$ cat config.mk
export PLATFORM = sky130hd
export DESIGN_NAME = sample_packer
export DESIGN_NICKNAME = d
export VERILOG_FILES = /design/src/rtl/gps_stream_pkg.sv /design/src/rtl/sample_packer.sv
export SDC_FILE = /design/constraint.sdc
export NUM_CORES = 1
export LEC_CHECK = 0
export ABC_AREA = 1
export ABC_CLOCK_PERIOD_IN_PS = 1750
export CELL_PAD_IN_SITES_DETAIL_PLACEMENT = 1
export CELL_PAD_IN_SITES_GLOBAL_PLACEMENT = 1
export CORE_ASPECT_RATIO = 1.2
export CORE_MARGIN = 3
export CORE_UTILIZATION = 34
export DETAILED_ROUTE_END_ITERATION = 6
export PLACE_DENSITY = 0.77
export RECOVER_POWER = 25
export SLEW_MARGIN = 30
export SYNTH_ARGS = -nofsm -noshare
export SYNTH_HDL_FRONTEND = slang
export SYNTH_SLANG_ARGS = --single-unit
$ cat constraint.sdc
create_clock -name clk -period 1.75 [get_ports clk]
set_input_delay 0.35 -clock clk [delete_from_list [all_inputs] [get_ports clk]]
set_output_delay 0.35 -clock clk [all_outputs]
set_load 0.01 [all_outputs]
$ cat src/rtl/gps_stream_pkg.sv
// Stream constants shared by the TX sample packer and the RX sample unpacker.
// Bit ordering: the first sample bit in time lands in bit 0 of the first word.
package gps_stream_pkg;

    localparam int SAMPLE_W            = 3;
    localparam int WORD_W              = 16;
    localparam int SAMPLES_PER_3_WORDS = 16;

    // Accumulator holds at most WORD_W-1 bits between words; one incoming sample extends it.
    localparam int HOLD_W = WORD_W - 1;
    localparam int ACC_W  = WORD_W + SAMPLE_W - 1;

endpackage

$ cat src/rtl/sample_packer.sv
// Packs a continuous stream of 3-bit samples LSB-first into 16-bit words,
// with a one-entry valid/ready output register and a zero-padding flush.
module sample_packer #(
    parameter int SAMPLE_W = gps_stream_pkg::SAMPLE_W,
    parameter int WORD_W   = gps_stream_pkg::WORD_W,
    parameter int CNT_W    = 16
) (
    input  logic                clk,
    input  logic                reset_n,
    input  logic                sample_valid,
    input  logic [SAMPLE_W-1:0] sample_data,
    input  logic                flush,
    input  logic                word_ready,
    output logic                word_valid,
    output logic [WORD_W-1:0]   word_data,
    output logic [3:0]          bit_count,
    output logic                overflow,
    output logic [CNT_W-1:0]    word_count
);

    localparam int HOLD_W = WORD_W - 1;
    localparam int ACC_W  = WORD_W + SAMPLE_W - 1;

    logic [HOLD_W-1:0] acc_q, acc_d;
    logic [3:0]        bit_count_q, bit_count_d;
    logic              flush_pending_q, flush_pending_d;
    logic              word_valid_q, word_valid_d;
    logic [WORD_W-1:0] word_data_q, word_data_d;
    logic              overflow_q, overflow_d;
    logic [CNT_W-1:0]  word_count_q, word_count_d;

    logic [ACC_W-1:0]  acc_ext;
    logic [4:0]        n;
    logic              do_flush;
    logic              word_done;
    logic [WORD_W-1:0] word_new;
    logic              xfer;
    logic              slot_free;

    // Bits above bit_count are always zero, so a flushed word is zero-padded for free.
    always_comb begin
        acc_ext = {{(ACC_W-HOLD_W){1'b0}}, acc_q};
        n       = {1'b0, bit_count_q};
        if (sample_valid) begin
            acc_ext[bit_count_q +: SAMPLE_W] = sample_data;
            n = n + 5'(SAMPLE_W);
        end

        do_flush        = flush | flush_pending_q;
        word_done       = 1'b0;
        word_new        = acc_ext[WORD_W-1:0];
        acc_d           = acc_ext[HOLD_W-1:0];
        bit_count_d     = n[3:0];
        flush_pending_d = 1'b0;

        if (n >= 5'(WORD_W)) begin
            word_done       = 1'b1;
            acc_d           = HOLD_W'(acc_ext >> WORD_W);
            bit_count_d     = 4'(n - 5'(WORD_W));
            // Remainder bits of a flush that overran a word go out next cycle.
            flush_pending_d = do_flush && (n != 5'(WORD_W));
        end else if (do_flush && (n != 5'd0)) begin
            word_done   = 1'b1;
            acc_d       = '0;
            bit_count_d = '0;
        end
    end

    // Handshake: a word transfers on any posedge where word_valid and word_ready are
    // both high; word_valid never drops without a transfer and word_data is stable
    // while word_valid is high and word_ready is low.
    always_comb begin
        xfer      = word_valid_q & word_ready;
        slot_free = ~word_valid_q | word_ready;

        word_valid_d = word_valid_q & ~xfer;
        word_data_d  = word_data_q;
        overflow_d   = overflow_q;
        word_count_d = xfer ? word_count_q + CNT_W'(1) : word_count_q;

        if (word_done) begin
            if (slot_free) begin
                word_valid_d = 1'b1;
                word_data_d  = word_new;
            end else begin
                // Word is lost but the accumulator remainder keeps stream alignment.
                overflow_d = 1'b1;
            end
        end
    end

    always_ff @(posedge clk) begin
        if (!reset_n) begin
            acc_q           <= '0;
            bit_count_q     <= '0;
            flush_pending_q <= 1'b0;
            word_valid_q    <= 1'b0;
            word_data_q     <= '0;
            overflow_q      <= 1'b0;
            word_count_q    <= '0;
        end else begin
            acc_q           <= acc_d;
            bit_count_q     <= bit_count_d;
            flush_pending_q <= flush_pending_d;
            word_valid_q    <= word_valid_d;
            word_data_q     <= word_data_d;
            overflow_q      <= overflow_d;
            word_count_q    <= word_count_d;
        end
    end

    assign word_valid = word_valid_q;
    assign word_data  = word_data_q;
    assign bit_count  = bit_count_q;
    assign overflow   = overflow_q;
    assign word_count = word_count_q;

endmodule

==> results of run 1 <==
[layout by cell type, fill, tap and decap left out, types with 5 or more instances in the layout]
cell             instances
a21oi_1                 16
o21ai_1                  5
nand2_1                 93
a21oi_2                  9
o21ai_0                 10
nand3_1                 22
o21ai_2                  6
nor2_1                  69
nand4_1                 12
nor2_4                   7
dfxtp_2                  5
nand3_2                  8
clkdlybuf4s50_1         43
inv_2                    9
buf_4                   53
nor2_2                  17
buf_12                   5
inv_1                   42
nand2_4                  9
nand2_2                 17
dfxtp_1                 48
clkbuf_8                 6
buf_6                    6
[how the worst max path moves through the flow]
stage	depth (start not counted)	slack [ns]	endpoint
floorplan	16	-0.01	word_data[6]
global placement	10	-0.41	word_data[4]
detailed placement	12	-0.49	word_data[2]
CTS	14	-0.003	acc_q[6]
global route	8	-0.22	acc_q[0]
finish	14	-0.08	bit_count[2]
[sequential cells by signal, indices dropped and copies added, names as in the netlist]
register and cells:
word_valid 1, acc_q 15, overflow 1, word_data 16, word_count 16, bit_count 4, flush_pending_q 1
[cell type report]
cell class | instances | area (sq um) | area share (%)
clock inverter | 1 | 8.76 | 0.197
inverter | 53 | 204 | 4.58
clock buffer | 7 | 86.3 | 1.94
tap | 114 | 143 | 3.20
timing repair buffer | 112 | 1050 | 23.6
sequential | 54 | 1090 | 24.5
multi-input combinational | 331 | 1870 | 42.0
[layer usage]
| layer | vias to the layer above | global-route usage, % | routed length (um) |
|---|---|---|---|
| li1 | 1636 | - | - |
| met1 | 1644 | 22.1 | 4310 |
| met2 | 87 | 39.1 | 6020 |
| met3 | 27 | 2.60 | 415 |
| met4 | 0 | 7.22 | 251 |
| met5 | - | 0 | 0 |
[metrics by stage]
step	cell area [sq um]	hold slack, ns	setup slack, ns	power [uW]	TNS (ns)
floorplan	2930	0.453	-0.0106	1890	-0.0602
global placement	3910	0.453	-0.414	2290	-13.10
detailed placement	3910	0.462	-0.488	2330	-15.95
CTS	4170	0.478	-0.00335	3170	-0.00335
global route	4460	0.490	-0.220	3530	-5.16
finish	4460	0.464	-0.0757	3350	-1.05
[critical path, cell delays in order, from the launching register on]
cell and delay (ns):
dfxtp_4 0.37, inv_4 0.07, ha_4 0.16, buf_6 0.11, nand2_4 0.05, nand2_4 0.08
nand2_2 0.05, nand2_2 0.07, nand3_2 0.11, nand2_4 0.11, nand2_8 0.08, nor2_4 0.14
inv_4 0.09, buf_12 0.14, nor2_1 0.11
[power groups by stage]
| stage | clock network [uW] | registers (uW) | logic (uW) |
|---|---|---|---|
| 5_1_grt | 847 | 1340 | 1350 |
| 6_report | 780 | 1330 | 1240 |
| 3_5_place_dp | 0 | 1350 | 979 |
| 4_1_cts | 790 | 1330 | 1060 |
| 3_3_place_gp | 0 | 1350 | 942 |
| 2_1_floorplan | 0 | 1370 | 519 |
[cells by family (layout without fill, tap and decap cells)]
group           count (synthesis)  after routing  share of synthesized area, %
simple gates                  274            276                          41.5
xor+xnor                        4              4                          1.21
flops                          54             54                          37.3
buf+inv                        66            173                          9.79
compound gates                 49             49                          9.36
fa+ha+maj                       2              2                         0.863
[repair_timing]
action	in CTS	in global routing
endpoints found under the setup margin	35	42
cloned	1	2
buffers inserted	6	5
pin swaps	11	18
resized for setup	37	68
==> flow_summary.yaml, run 1 <==
final_layout:
  flow.area_growth_from_synthesis_pct: 53.7
  instances_no_fill: 672
  post_route_cells_drive_above_1_share_pct: 31.4
  fin_nets: 567
  final_util_pct: 54.4
  fillCellCount: 1065
  antenna_fix_cells: 0
floorplanning:
  dieWidth_um: 90.3
  boundaryPins: 46
  placeableCoreArea_sq_um: 8200
  row_count: 36
  die_height_um: 107
  floorplan.initialDensity_pct: 35.4
  die_area_sq_um: 9680
placement:
  placement.io_buffers: 45
  hpwlAfterDp_um: 7100
  post-place-cells: 652
  place.gp.congestion: 0.884
timing:
  unrepaired_setup_endpoints_after_global_routing: "true"
  final.setup_skew_ns: 0.00401
  worst_slew_margin_rel_pct: 68.0
  hold_violations: 0
  fmaxAchievable_ghz: 0.548
  timing.final.crit_share_pct: 104
  max_slew.worst_pin.slew_ns: 0.480
  final.setup.worst_slack_ns: -0.0757
  layout_min_cycle_time_ns: 1.83
  number_of_pins_with_negative_max_slew_slack_in_the_final_report: 0
  setup_viol: 25
logic_synthesis:
  mappedNetlistNets: 459
  synth_commonest_cells: "nand2_1, nor2_1, dfxtp_1"
  synth.top_cells.by_area: "dfxtp_1, nand2_1, nor2_1"
  mappedNetlistArea_sq_um: 2900
  synth_area_leader_cell: "dfxtp_1"
  synthesis.instances: 449
  async_flop_share_pct: 0
  synth_warnings: 0
  ys_ff_latch: 54
  yosysMostFrequentCell: "nand2_1"
  synth_ff_type: "dfxtp_1"
  synth_cell_type_count: 31
  number_of_flops_mapped_to_enable_cells_by_yosys: 0
  synthesis.area_per_instance_sq_um: 6.46
  seq_area_frac_synth_pct: 37.3
  yosysTopAreaCellShare_pct: 37.3
status:
  status: "complete, but fails checks"
  violations: "setup timing"
power_and_ir_drop:
  internal_power_consumption_uw: 2150
  cellLeakagePower_uw: 0.00193
  switch_pwr_uw: 1200
  comb_power_share_pct: 37.0
  ir_drop_uv: 388
  clockPowerShare_pct: 23.3
  pwr_density_cell_nw_per_um2: 751
  netSwitchingFraction_pct: 35.7
  seq_power_share_pct: 39.7
worst_hold_path:
  worst_hold_startpoint: "acc_q[8]"
  hold_path.class: "reg2reg"
  whs_endpoint: "acc_q[8]"
  whs_path_depth: 2
drt:
  first_pass_iters: 5
  dr.first_iter.drc_count: 139
  drt_wl_total_um: 11000
  detail-route-antenna-nets: 0
  num_vias: 3394
  vias_per_cell: 5.05
  drc: 0
  wire_per_inst_um: 16.4
grt:
  first_global_vias: 3432
  number_of_antenna_violations_at_the_first_check_in_global_routing: 0
  groute.usage.overall_pct: 20.1
  grt_max_degree: 29
  grt_pass1_wl_um: 15900
  global_route.overflow_total: 0
clocking:
  numCtsBuffers: 5
  clk_path_buf_depth: 2
  post_cts_hold_buffer_count: 0
  clk_transition_reported_paths_ns: 0.10
  tritoncts_clock_tree: "built"
  cts.root.buffer_cell: "clkbuf_8"
  clkSinkCount: 54
  h-tree-depth: 2
  clk_latency_ns: 0.31
job:
  maxCapViolations: 0
critical_path:
  rrSetupSlack_ns: -0.08
  cp_data_required_time_ns: 2.00
  worst_setup_path_end_kind: "register"
  crit-reg2reg-launch: "bit_count[0]"
  critical_path_class: "reg2reg"
  regToRegEndpoint: "bit_count[2]"
  crit_path_start: "bit_count[0]"
  reg2regPathDepth: 14
  critical_path.startpoint_type: "register"
  data_arrival_time_at_the_worst_slack_endpoint_ns: 2.07
  critical_path.max_fanout: 5
Note: power is estimated with default switching activity, not from simulation.
==> inputs of run 2 (changes only) <==
ABC_AREA = unset   (was 1)
CORE_UTILIZATION = 36   (was 34)
==> flow_summary.yaml, run 2 <==
timing:
  fmaxAchievable_ghz: 0.473
  setup_viol: 36
  worst_slew_margin_rel_pct: 70.7
  max_slew.worst_pin.slew_ns: 0.436
  layout_min_cycle_time_ns: 2.11
  final.setup_skew_ns: 0.00944
  finalHoldWorstSlack_ns: 0.494
  hold_violations: 0
  final.setup.worst_slack_ns: -0.365
  unrepaired_setup_endpoints_after_global_routing: "true"
  number_of_pins_with_negative_max_slew_slack_in_the_final_report: 0
  timing.final.crit_share_pct: 121
drt:
  detail-route-antenna-nets: 0
  first_pass_iters: 5
  drc: 0
  num_vias: 3258
  dr.first_iter.drc_count: 179
  wire_per_inst_um: 23.7
  vias_per_cell: 5.89
  drt_wl_total_um: 13100
clocking:
  clk_latency_ns: 0.32
  clk_path_buf_depth: 2
  numCtsBuffers: 5
  clk_transition_reported_paths_ns: 0.09
  tritoncts_clock_tree: "built"
  cts.root.buffer_cell: "clkbuf_8"
  h-tree-depth: 2
  clkSinkCount: 54
placement:
  hpwlAfterDp_um: 7530
  place_area_sq_um: 3920
  place.gp.congestion: 0.911
  placement.io_buffers: 45
logic_synthesis:
  synth_commonest_cells: "dfxtp_1, nor2_1, nand2_1"
  synth_area_leader_cell: "dfxtp_1"
  synth.top_cells.by_area: "dfxtp_1, nor2_1, mux2i_1"
  number_of_flops_mapped_to_enable_cells_by_yosys: 0
  synth_ff_type: "dfxtp_1"
  yosysTopAreaCellShare_pct: 38.1
  seq_area_frac_synth_pct: 38.1
  ys_ff_latch: 54
  synthesis.instances: 335
  synth_warnings: 0
  mappedNetlistArea_sq_um: 2840
  async_flop_share_pct: 0
  synth_cell_type_count: 66
  synthesis.area_per_instance_sq_um: 8.46
  mappedNetlistNets: 345
  yosysMostFrequentCell: "dfxtp_1"
power_and_ir_drop:
  seq_power_share_pct: 38.4
  ir_drop_uv: 377
  internal_power_consumption_uw: 2180
  pwr_density_cell_nw_per_um2: 697
  netSwitchingFraction_pct: 35.0
  clockPowerShare_pct: 20.9
  comb_power_share_pct: 40.7
  switch_pwr_uw: 1180
  cellLeakagePower_uw: 0.00174
grt:
  groute.usage.overall_pct: 26.7
  grt_pass1_wl_um: 18400
  grt_use_met3_pct: 2.61
  number_of_antenna_violations_at_the_first_check_in_global_routing: 0
  grt_most_used_layer: "met2"
  global_route.overflow_total: 0
  first_global_vias: 3356
  globalRouteMet1Util_pct: 32.3
  met2_routing_resource_usage_after_global_routing_pct: 49.5
  grt_max_degree: 17
final_layout:
  fin_area_sq_um: 4820
  fin_nets: 473
  final_common_cell: "buf_4"
  antenna_fix_cells: 0
  mostFrequentLayoutCells: "buf_4, dfxtp_1, clkdlybuf4s50_1, nor2_1, nand2_1"
  post_route_cells_drive_above_1_share_pct: 43.2
  flow.area_growth_from_synthesis_pct: 70.0
critical_path:
  critical_path_class: "reg2reg"
  cp_data_required_time_ns: 1.98
  critical_path.startpoint_type: "register"
  worst_setup_path_end_kind: "register"
  timing.critical_path.slowest_stage_cell: "dfxtp_4"
  timing.critical_path.slowest_cell_delay_ns: 0.38
  data_arrival_time_at_the_worst_slack_endpoint_ns: 2.34
  critical_path.max_fanout: 6
  rrSetupSlack_ns: -0.36
  timing.critical_path.cells: "inv_2 -> ha_4 -> buf_6 -> buf_6 -> xor2_4 -> nand4_1 -> o32a_1 -> o21a_1 -> o32ai_2"
  cp_common_cell: "buf_6"
floorplanning:
  die_height_um: 103
  boundaryPins: 46
  floorplan.initialDensity_pct: 38.1
  placeableCoreArea_sq_um: 7440
  die_area_sq_um: 8980
  row_count: 34
  dieWidth_um: 87.0
status:
  status: "complete, but fails checks"
  violations: "setup timing"
worst_hold_path:
  hold_path.class: "reg2reg"
job:
  maxCapViolations: 0
==> run 2: critical path, delay by kind of cell, from the launching register on <==
kind / cells / cell delay (ns)
flip-flops: 1 / 0.38
adder cells (fa/ha/maj): 1 / 0.22
AO/OA/AOI/OAI: 3 / 0.60
AND/OR/NAND/NOR: 1 / 0.21
XOR/XNOR: 1 / 0.24
buffers and inverters: 3 / 0.36
==> run 2: metal layers <==
| layer | wire (um) | vias to the layer above |
|---|---|---|
| li1 | - | 1473 |
| met1 | 5280 | 1621 |
| met2 | 6840 | 115 |
| met3 | 415 | 49 |
| met4 | 559 | 0 |
| met5 | 0 | - |
==> run 2: power groups by stage <==
stage,Clock [uW],Sequential (uW),Combinational [uW]
detailed placement,0,1310,871
global placement,0,1310,840
floorplan,0,1310,485
global route,768,1290,1420
finish,704,1290,1370
CTS,709,1290,1150
==> run 2: repair_timing <==
item,4_1_cts,5_1_grt
setup buffers,17,7
endpoints found under the hold margin,0,0
setup endpoints to repair,36,39
gates resized for setup,81,50
cloned,2,0
pin swaps,18,17
hold buffers,0,0
==> run 2: cells by family (layout without fill, tap and decap cells) <==
group | count (synthesis) | after routing | synth area share [%]
compound gates | 75 | 75 | 19.7
flops | 54 | 54 | 38.1
buf+inv | 31 | 158 | 4.85
xor+xnor | 19 | 19 | 5.87
mux | 12 | 12 | 4.24
simple gates | 142 | 143 | 26.3
fa+ha+maj | 2 | 2 | 0.882
==> run 2: layout make-up <==
| cell class | instances | area (sq um) |
|---|---|---|
| Fill cell | 811 | 2620 |
| Clock inverter | 2 | 13.8 |
| Sequential cell | 54 | 1090 |
| Clock buffer | 5 | 68.8 |
| Inverter | 10 | 40.0 |
| Timing Repair Buffer | 141 | 1300 |
| Tap cell | 90 | 113 |
| Multi-Input combinational cell | 251 | 2190 |
==> run 2: metrics by stage <==
step                      worst slack (ns)  instances  util [%]  total power [uW]  TNS [ns]
after floorplan                     -0.238        335         -              1800     -3.17
after global placement              -0.358        523      52.7              2150     -9.11
after detailed placement            -0.443        523      52.7              2180    -12.00
after CTS                           -0.257        547      60.9              3140     -4.90
after global routing                -0.442        553      64.8              3480    -10.42
final                               -0.365        553      64.8              3360     -7.19
==> run 2: final timing paths <==
check	startpoint	to	depth (start not counted)
hold reg to reg	overflow	overflow	1
setup reg to reg	bit_count[1]	word_data[10]	9
hold / removal	overflow	overflow	1
setup / recovery	bit_count[1]	word_data[10]	9
